### src/rtl/auth_cmd_tx.sv
// auth_cmd_tx: transmit end of the rider-authorization link.
// Turns GO/STOP request pulses into 8N1 UART frames carrying 0x67 ('g') or 0x73 ('s').
// A one-deep pending slot holds the next command, and STOP wins a same-cycle tie.
// The block also tracks the last command that was delivered.
//
// Ports:
//   clk       system clock
//   rst_n     asynchronous active-low reset
//   go_req    one-cycle pulse, request a GO (0x67) frame
//   stop_req  one-cycle pulse, request a STOP (0x73) frame
//   TX        serial line, idle high, driven straight from a flop
//   busy      high while a frame is on the line
//   sent      one-cycle pulse during the final cycle of each stop bit
//   pwr_st    1 after a GO frame completes, 0 after a STOP frame completes
//
// Optional feature: define AUTH_TX_KEEPALIVE_EN to re-send GO automatically after
// KA_PERIOD idle cycles while pwr_st=1.
module auth_cmd_tx #(
   parameter int unsigned BAUD_DIV  = 5208,
   parameter int unsigned KA_PERIOD = 1048576
) (
   input  logic clk,
   input  logic rst_n,
   input  logic go_req,
   input  logic stop_req,
   output logic TX,
   output logic busy,
   output logic sent,
   output logic pwr_st
);

   localparam int unsigned BW = (BAUD_DIV > 1) ? $clog2(BAUD_DIV) : 1;
   localparam logic [BW-1:0] BaudLast = BW'(BAUD_DIV - 1);
   localparam logic [7:0] GoByte   = 8'h67;
   localparam logic [7:0] StopByte = 8'h73;

   if (BAUD_DIV < 2) begin : g_bad_baud
      $error("auth_cmd_tx: BAUD_DIV must be at least 2");
   end
   if (KA_PERIOD < 1) begin : g_bad_ka
      $error("auth_cmd_tx: KA_PERIOD must be at least 1");
   end

   typedef enum logic {StIdle, StXmit} state_e;

   state_e        state_q, state_d;
   logic [9:0]    shift_q, shift_d;
   logic [BW-1:0] baud_q, baud_d;
   logic [3:0]    bit_q, bit_d;
   logic          slot_vld_q, slot_vld_d;
   logic          slot_go_q, slot_go_d;
   logic          cur_go_q, cur_go_d;
   logic          pwr_q, pwr_d;

   logic          ka_fire;
   logic          wr_vld;
   logic          wr_go;
   logic          frame_end;
   logic          nxt_go;

   assign frame_end = (state_q == StXmit) && (bit_q == 4'd9) && (baud_q == BaudLast);
   assign sent      = frame_end;
   assign busy      = (state_q == StXmit);
   assign TX        = shift_q[0];
   assign pwr_st    = pwr_q;

   // User requests beat the keepalive and STOP beats GO, so GO is written only
   // when no STOP is present.
   assign wr_vld = go_req | stop_req | ka_fire;
   assign wr_go  = ~stop_req;

`ifdef AUTH_TX_KEEPALIVE_EN
   localparam int unsigned KW = (KA_PERIOD > 1) ? $clog2(KA_PERIOD) : 1;
   localparam logic [KW-1:0] KaLast = KW'(KA_PERIOD - 1);

   logic [KW-1:0] ka_q, ka_d;
   logic          ka_run;

   always_comb begin
      ka_run  = pwr_q && (state_q == StIdle) && !slot_vld_q;
      ka_fire = ka_run && (ka_q == KaLast);
      ka_d    = ka_q;
      if (sent || go_req || stop_req || !pwr_q) begin
         ka_d = '0;
      end else if (ka_run) begin
         ka_d = ka_fire ? '0 : ka_q + 1'b1;
      end
   end

   always_ff @(posedge clk or negedge rst_n) begin
      if (!rst_n) begin
         ka_q <= '0;
      end else begin
         ka_q <= ka_d;
      end
   end
`else
   assign ka_fire = 1'b0;
`endif

   always_comb begin
      state_d    = state_q;
      shift_d    = shift_q;
      baud_d     = baud_q;
      bit_d      = bit_q;
      slot_vld_d = slot_vld_q;
      slot_go_d  = slot_go_q;
      cur_go_d   = cur_go_q;
      pwr_d      = pwr_q;
      nxt_go     = 1'b0;

      // A newer request always overwrites an unsent one.
      if (wr_vld) begin
         slot_vld_d = 1'b1;
         slot_go_d  = wr_go;
      end

      unique case (state_q)
         StIdle: begin
            if (slot_vld_q) begin
               nxt_go     = slot_go_q;
               shift_d    = {1'b1, (nxt_go ? GoByte : StopByte), 1'b0};
               cur_go_d   = nxt_go;
               baud_d     = '0;
               bit_d      = 4'd0;
               slot_vld_d = wr_vld;
               state_d    = StXmit;
            end
         end
         StXmit: begin
            if (baud_q == BaudLast) begin
               baud_d  = '0;
               // Ones shift in behind the frame, which leaves the line idle-high.
               shift_d = {1'b1, shift_q[9:1]};
               bit_d   = bit_q + 4'd1;
               if (bit_q == 4'd9) begin
                  pwr_d = cur_go_q;
                  bit_d = 4'd0;
                  // A request landing on the frame-end edge goes out back-to-back.
                  if (wr_vld || slot_vld_q) begin
                     nxt_go     = wr_vld ? wr_go : slot_go_q;
                     shift_d    = {1'b1, (nxt_go ? GoByte : StopByte), 1'b0};
                     cur_go_d   = nxt_go;
                     slot_vld_d = 1'b0;
                  end else begin
                     state_d = StIdle;
                  end
               end
            end else begin
               baud_d = baud_q + 1'b1;
            end
         end
         default: state_d = StIdle;
      endcase
   end

   always_ff @(posedge clk or negedge rst_n) begin
      if (!rst_n) begin
         state_q    <= StIdle;
         shift_q    <= '1;
         baud_q     <= '0;
         bit_q      <= 4'd0;
         slot_vld_q <= 1'b0;
         slot_go_q  <= 1'b0;
         cur_go_q   <= 1'b0;
         pwr_q      <= 1'b0;
      end else begin
         state_q    <= state_d;
         shift_q    <= shift_d;
         baud_q     <= baud_d;
         bit_q      <= bit_d;
         slot_vld_q <= slot_vld_d;
         slot_go_q  <= slot_go_d;
         cur_go_q   <= cur_go_d;
         pwr_q      <= pwr_d;
      end
   end

endmodule
### config.mk
export PLATFORM = sky130hd
export DESIGN_NAME = auth_cmd_tx
export DESIGN_NICKNAME = d
export VERILOG_FILES = /design/src/rtl/auth_cmd_tx.sv
export SDC_FILE = /design/constraint.sdc
export NUM_CORES = 1
export LEC_CHECK = 0
export CAP_MARGIN = 20
export CORE_AREA = 2 2 57 59
export CTS_BUF_LIST = sky130_fd_sc_hd__clkbuf_4 sky130_fd_sc_hd__clkbuf_8
export CTS_CLUSTER_DIAMETER = 30
export CTS_CLUSTER_SIZE = 28
export DETAILED_ROUTE_END_ITERATION = 10
export DIE_AREA = 0 0 59 61
export DONT_BUFFER_PORTS = 1
export PLACE_DENSITY = 0.7
export REMOVE_ABC_BUFFERS = 1
export SYNTH_ARGS = -nofsm -noshare
export SYNTH_HDL_FRONTEND = slang
export SYNTH_SLANG_ARGS = --single-unit
### constraint.sdc
create_clock -name clk -period 3.9 [get_ports clk]
set_clock_uncertainty 0.05 [all_clocks]
set_input_delay 0.78 -clock clk [delete_from_list [all_inputs] [get_ports clk]]
set_output_delay 0.78 -clock clk [all_outputs]
set_load 0.02 [all_outputs]
* Word-level counts from Yosys, hierarchy flattened
Index checks and enable logic that the tools add are counted.
** Storage, ports and cells
- Bits in registers :: 32
- Input port bits :: 4
- Output and inout bits :: 4
- Word-level logic and storage cells :: 56
** Operators by class
- $add $sub $neg :: 2
- Eq/ne operators :: 6
- Mux-type cells :: 31
- Bitwise logic cells :: 3
- Reduce and logical (&&, ||, !) cells :: 6
** Operators with widths (count)
- $mux W13 :: 2
- $pmux W13 S2 :: 1
- $mux W10 :: 2
- $pmux W10 S2 :: 1
- $mux W9 :: 2
- $mux W1 :: 14
- $add A13 B1 Y13 const B :: 1
- $eq A13 B13 Y1 const B :: 1
- $mux W4 :: 3
- $mux W5 :: 2
- $pmux W4 S2 :: 1
- $ne A2 B1 Y1 const B :: 3
- $pmux W1 S2 :: 3
- $add A4 B1 Y4 const B :: 1
- $eq A4 B4 Y1 const B :: 1
- $reduce_and A4 Y1 :: 1
- $reduce_and A3 Y1 :: 1
- $logic_and A1 B1 Y1 :: 2
- $ne A2 B2 Y1 const B :: 1
- $not A1 Y1 :: 2
- $reduce_and A2 Y1 :: 1
- $logic_or A1 B1 Y1 :: 1
- $or A1 B1 Y1 :: 1

* Depth between registers and ports, before layout
- Word-level depth :: 7
- Depth in mapped cells :: 6
- Gate-level depth less buffers :: 6

* Least setup slack after synthesis
Ideal clock, no wire load.
- Path type :: reg2out
- From :: register baud_q[7]
- To :: output sent
- Arrival time :: 1.706 ns
- Data required time :: 3.070 ns
- Path slack :: 1.364 ns
- Cell stages (with the launch flop) :: 6
- Buffers on the path :: 1
- Path through :: dfrtp_1 > or4b_1 > buf_2 > nor3_1 > nand2_1 > nor2_1
** On the way
- Longest elaborated chain between the ends :: 2
** Ends and longest elaborated chain
- start, declared :: line 48 : logic [BW-1:0] baud_q, baud_d;
- start signal, assigned :: line 170 : baud_q <= baud_d;
- $eq A13 B13 Y1 :: line 61 : assign frame_end = (state_q == StXmit) && (bit_q == 4'd9) && (baud_q == BaudLast);
- $logic_and A1 B1 Y1 :: line 61
- end, declared :: line 28 : output logic sent,
Every way passes these cells.

* Worst setup path in the final report
Same ends and word-level chain as after synthesis.

==> impl_metrics.tcl <==
set metrics [dict create \
    status "completed" \
    grt_overflow 0 \
    relSlewSlack_pct 52.9 \
    startpoint "baud_q[7]$_DFFE_PN0P_" \
    drv_slew 0 \
    cp_cell_sequence "or4b_1, nor3_1, nand2_1, nor2_1" \
    tns_ps 0 \
    critPathKind "reg2out" \
    yosysSeqAreaShare_pct 48.4 \
    period_needed_ps 3040 \
    die_w_um 59 \
    rows 20 \
    placed_area_mm2 0.00164 \
    pwr-share-seq_pct 63.7 \
    drc 0 \
    synth_xor_area_share_pct 1.62 \
    yosys.area_share.adder_pct 2.31 \
    p_comb_share_pct 0.2 \
    whs_ps 66.6 \
    cp_slowest_cell "or4b_1" \
    core_mm2 0.00295 \
    syn_area_mm2 0.00163 \
    tritoncts "built" \
    dr.first_iter.drc_count 61 \
    synth-simple-area-share_pct 24.3 \
    async_flop_share_pct 100 \
    cts_buffer_depth 2 \
    synthMuxAreaShare_pct 2.00 \
    syn_inst 162 \
    crit_fanout 7 \
    start_util_pct 55.1 \
    finalNetCount 172 \
    cp-end-kind "output pin" \
    hold_class "in2async" \
    switchingPower_uw 117 \
    nFillCells 254 \
    synth_cell_types 46 \
    ys_ff_latch 31 \
    switching_share_pct 23.1 \
    ioPinCount 8 \
    yosysWarnings 0 \
    ant_nets 0 \
    crit_family "simple AND/OR/NAND/NOR gates" \
    grt_max_degree 32 \
    synth_top_flop_cell "dfrtp_1" \
    finalHoldViolCount 0 \
    final_cells 199 \
    layout.cells.most_common "dfrtp_1" \
    cts.clk_slew.worst_paths_ps 100 \
    worstPathArrival_ps 2210 \
    max_freq_mhz 329 \
    dr.pass1.iters 4 \
    drv_cap 0 \
    cts-resized-gates 0 \
    fp.dieH_um 61 \
    r2r-start "baud_q[7]$_DFFE_PN0P_" \
    setup_viol 0 \
    track_usage_pct 22.2 \
    rrSetupSlack_ps 1520 \
    peakVddDrop_uv 242 \
    drive_above_1_share_pct 17.5 \
    crit_end "sent" \
    worstSetupStartpointType "register" \
    drt-total-wl_um 3320 \
    n_antenna_cell 0 \
    ctsHoldBuffers 0 \
    dpl.hpwl_um 2300 \
    critical_path_buf_inv_count 0 \
    p_int_uw 390 \
    crit_required_ps 3070 \
    die_area_mm2 0.00360 \
    rsz0062_at_grt "false" \
    placed_cells 191 \
    io_buffers 0 \
    grt_pass1_wl_um 5800 \
    clk_latency_ps 340 \
    grt_pass1_vias 1240 \
    areaGrowthSynthToFinish_pct 4.31 \
    synth-compound-area-share_pct 18.1 \
    timing.final.crit_share_pct 78.0 \
    final_cell_mix "dfrtp_1 (22), nor2_1 (17), nand2_1 (11), o21ai_0 (11), dfstp_2 (9)" \
    cts_setup_buffers 0 \
    power_frac_clock_pct 36.1 \
    cts_sinks 31 \
    viasPerCell 6.31 \
    antenna_found_initial 0 \
    vias 1256 \
    regToRegEndpoint "baud_q[7]$_DFFE_PN0P_" \
    cts_buffers 5 \
    cellLeakagePower_uw 0.000727 \
    avgRoutedWirePerCell_um 16.7 \
    htreeDepth 2 \
    stdcell_area_mm2 0.00170 \
    syn-mean-instance-area_um2 10.0 \
    cts_root_buffer "clkbuf_4" \
    rr_worst_depth 4 \
    synth_top_family_by_area "simple AND/OR/NAND/NOR gates" \
    path_depth 4 \
    synth-edff-count 0 \
    gp_congestion 0.829 \
    critPathMaxStageDelay_ps 670 \
    worst_slew_pin_slew_ps 704 \
    cellPowerDensity_mw_per_mm2 299 \
]
synth_stat cells (2+ instances only):
library cell  count  area [um^2]
nand2_1          11         41.3
nor3_1            8         40.0
nor2_1           17         63.8
o22ai_1           2         12.5
a21o_1            5         37.5
dfrtp_1          22          551
a32o_1            2         20.0
or2_2             3         18.8
o22a_1            2         17.5
or3_1             2         12.5
dfstp_2           9          236
a21oi_1           4         20.0
mux2_2            2         22.5
nand4_1           2         12.5
buf_2             4         20.0
nand4b_1          2         17.5
o31ai_1           3         22.5
a22o_2            2         20.0
o21ai_0          11         55.1
ha_1              3         37.5
inv_1             3         11.3
a31oi_1           2         12.5
nand3b_1          2         15.0
nor3b_1           3         22.5
and3_1            3         18.8
nand3_1           8         40.0
xnor2_1           3         26.3
nor4_1            4         25.0
final cells by class:
| type | instances | area (um^2) | share of cell area (%) |
|---|---|---|---|
| repair buffers | 2 | 15.0 | 0.885 |
| clock buffers | 5 | 37.5 | 2.21 |
| flip-flops and latches | 31 | 787 | 46.4 |
| clock inverters | 3 | 15.0 | 0.885 |
| well taps | 33 | 41.3 | 2.43 |
| multi-input cells | 121 | 786 | 46.3 |
| inverters | 4 | 15.0 | 0.885 |
sequential cells by signal (all words and copies together), names as in the netlist:
register and flops:
slot_go_q 1, bit_q 4, cur_go_q 1, baud_q 13, busy 1, shift_q 9
pwr_st 1, slot_vld_q 1
per-layer routing:
| metal | up-vias | global-route usage (%) | share of wire, % |
|---|---|---|---|
| met2 | 29 | 36.8 | 50 |
| met4 | 0 | 8.12 | 1.4 |
| met5 | - | 0 | 0 |
| li1 | 611 | - | - |
| met3 | 5 | 7.46 | 4.3 |
| met1 | 611 | 27.0 | 44 |
power by group through the flow:
stage / clock network (uW) / registers (uW) / logic, uW
6_report: 183 / 323 / 1.04
5_1_grt: 199 / 323 / 1.22
4_1_cts: 187 / 323 / 1.04
3_5_place_dp: 0 / 329 / 1.07
3_3_place_gp: 0 / 329 / 1.06
2_1_floorplan: 0 / 329 / 0.892
how the worst min path moves through the flow:
| stage | start | endpoint | depth (start not counted) |
|---|---|---|---|
| after floorplan | shift_q[8]$_DFFE_PN1P_ | shift_q[8]$_DFFE_PN1P_ | 2 |
| after CTS | rst_n | slot_vld_q$_DFF_PN0_ | 0 |
| after global placement | shift_q[8]$_DFFE_PN1P_ | shift_q[8]$_DFFE_PN1P_ | 2 |
| after global routing | rst_n | busy$_DFF_PN0_ | 0 |
| after detailed placement | shift_q[8]$_DFFE_PN1P_ | shift_q[8]$_DFFE_PN1P_ | 2 |
| final | rst_n | baud_q[9]$_DFFE_PN0P_ | 0 |
cell families after synthesis:
kind of cell             Yosys count
AND/OR/NAND/NOR                   72
AO/OA/AOI/OAI                     40
flip-flops                        31
buffers and inverters             10
XOR/XNOR                           3
multiplexers                       3
adder cells (fa/ha/maj)            3
metrics by stage:
step	worst slack [ps]	total power (uW)	util, %
6_report	856	507	57.5
2_1_floorplan	1350	330	-
5_1_grt	696	523	57.5
3_5_place_dp	1240	330	55.7
3_3_place_gp	1240	330	55.7
4_1_cts	850	511	57.5
Power figures use the tool's default switching activity.
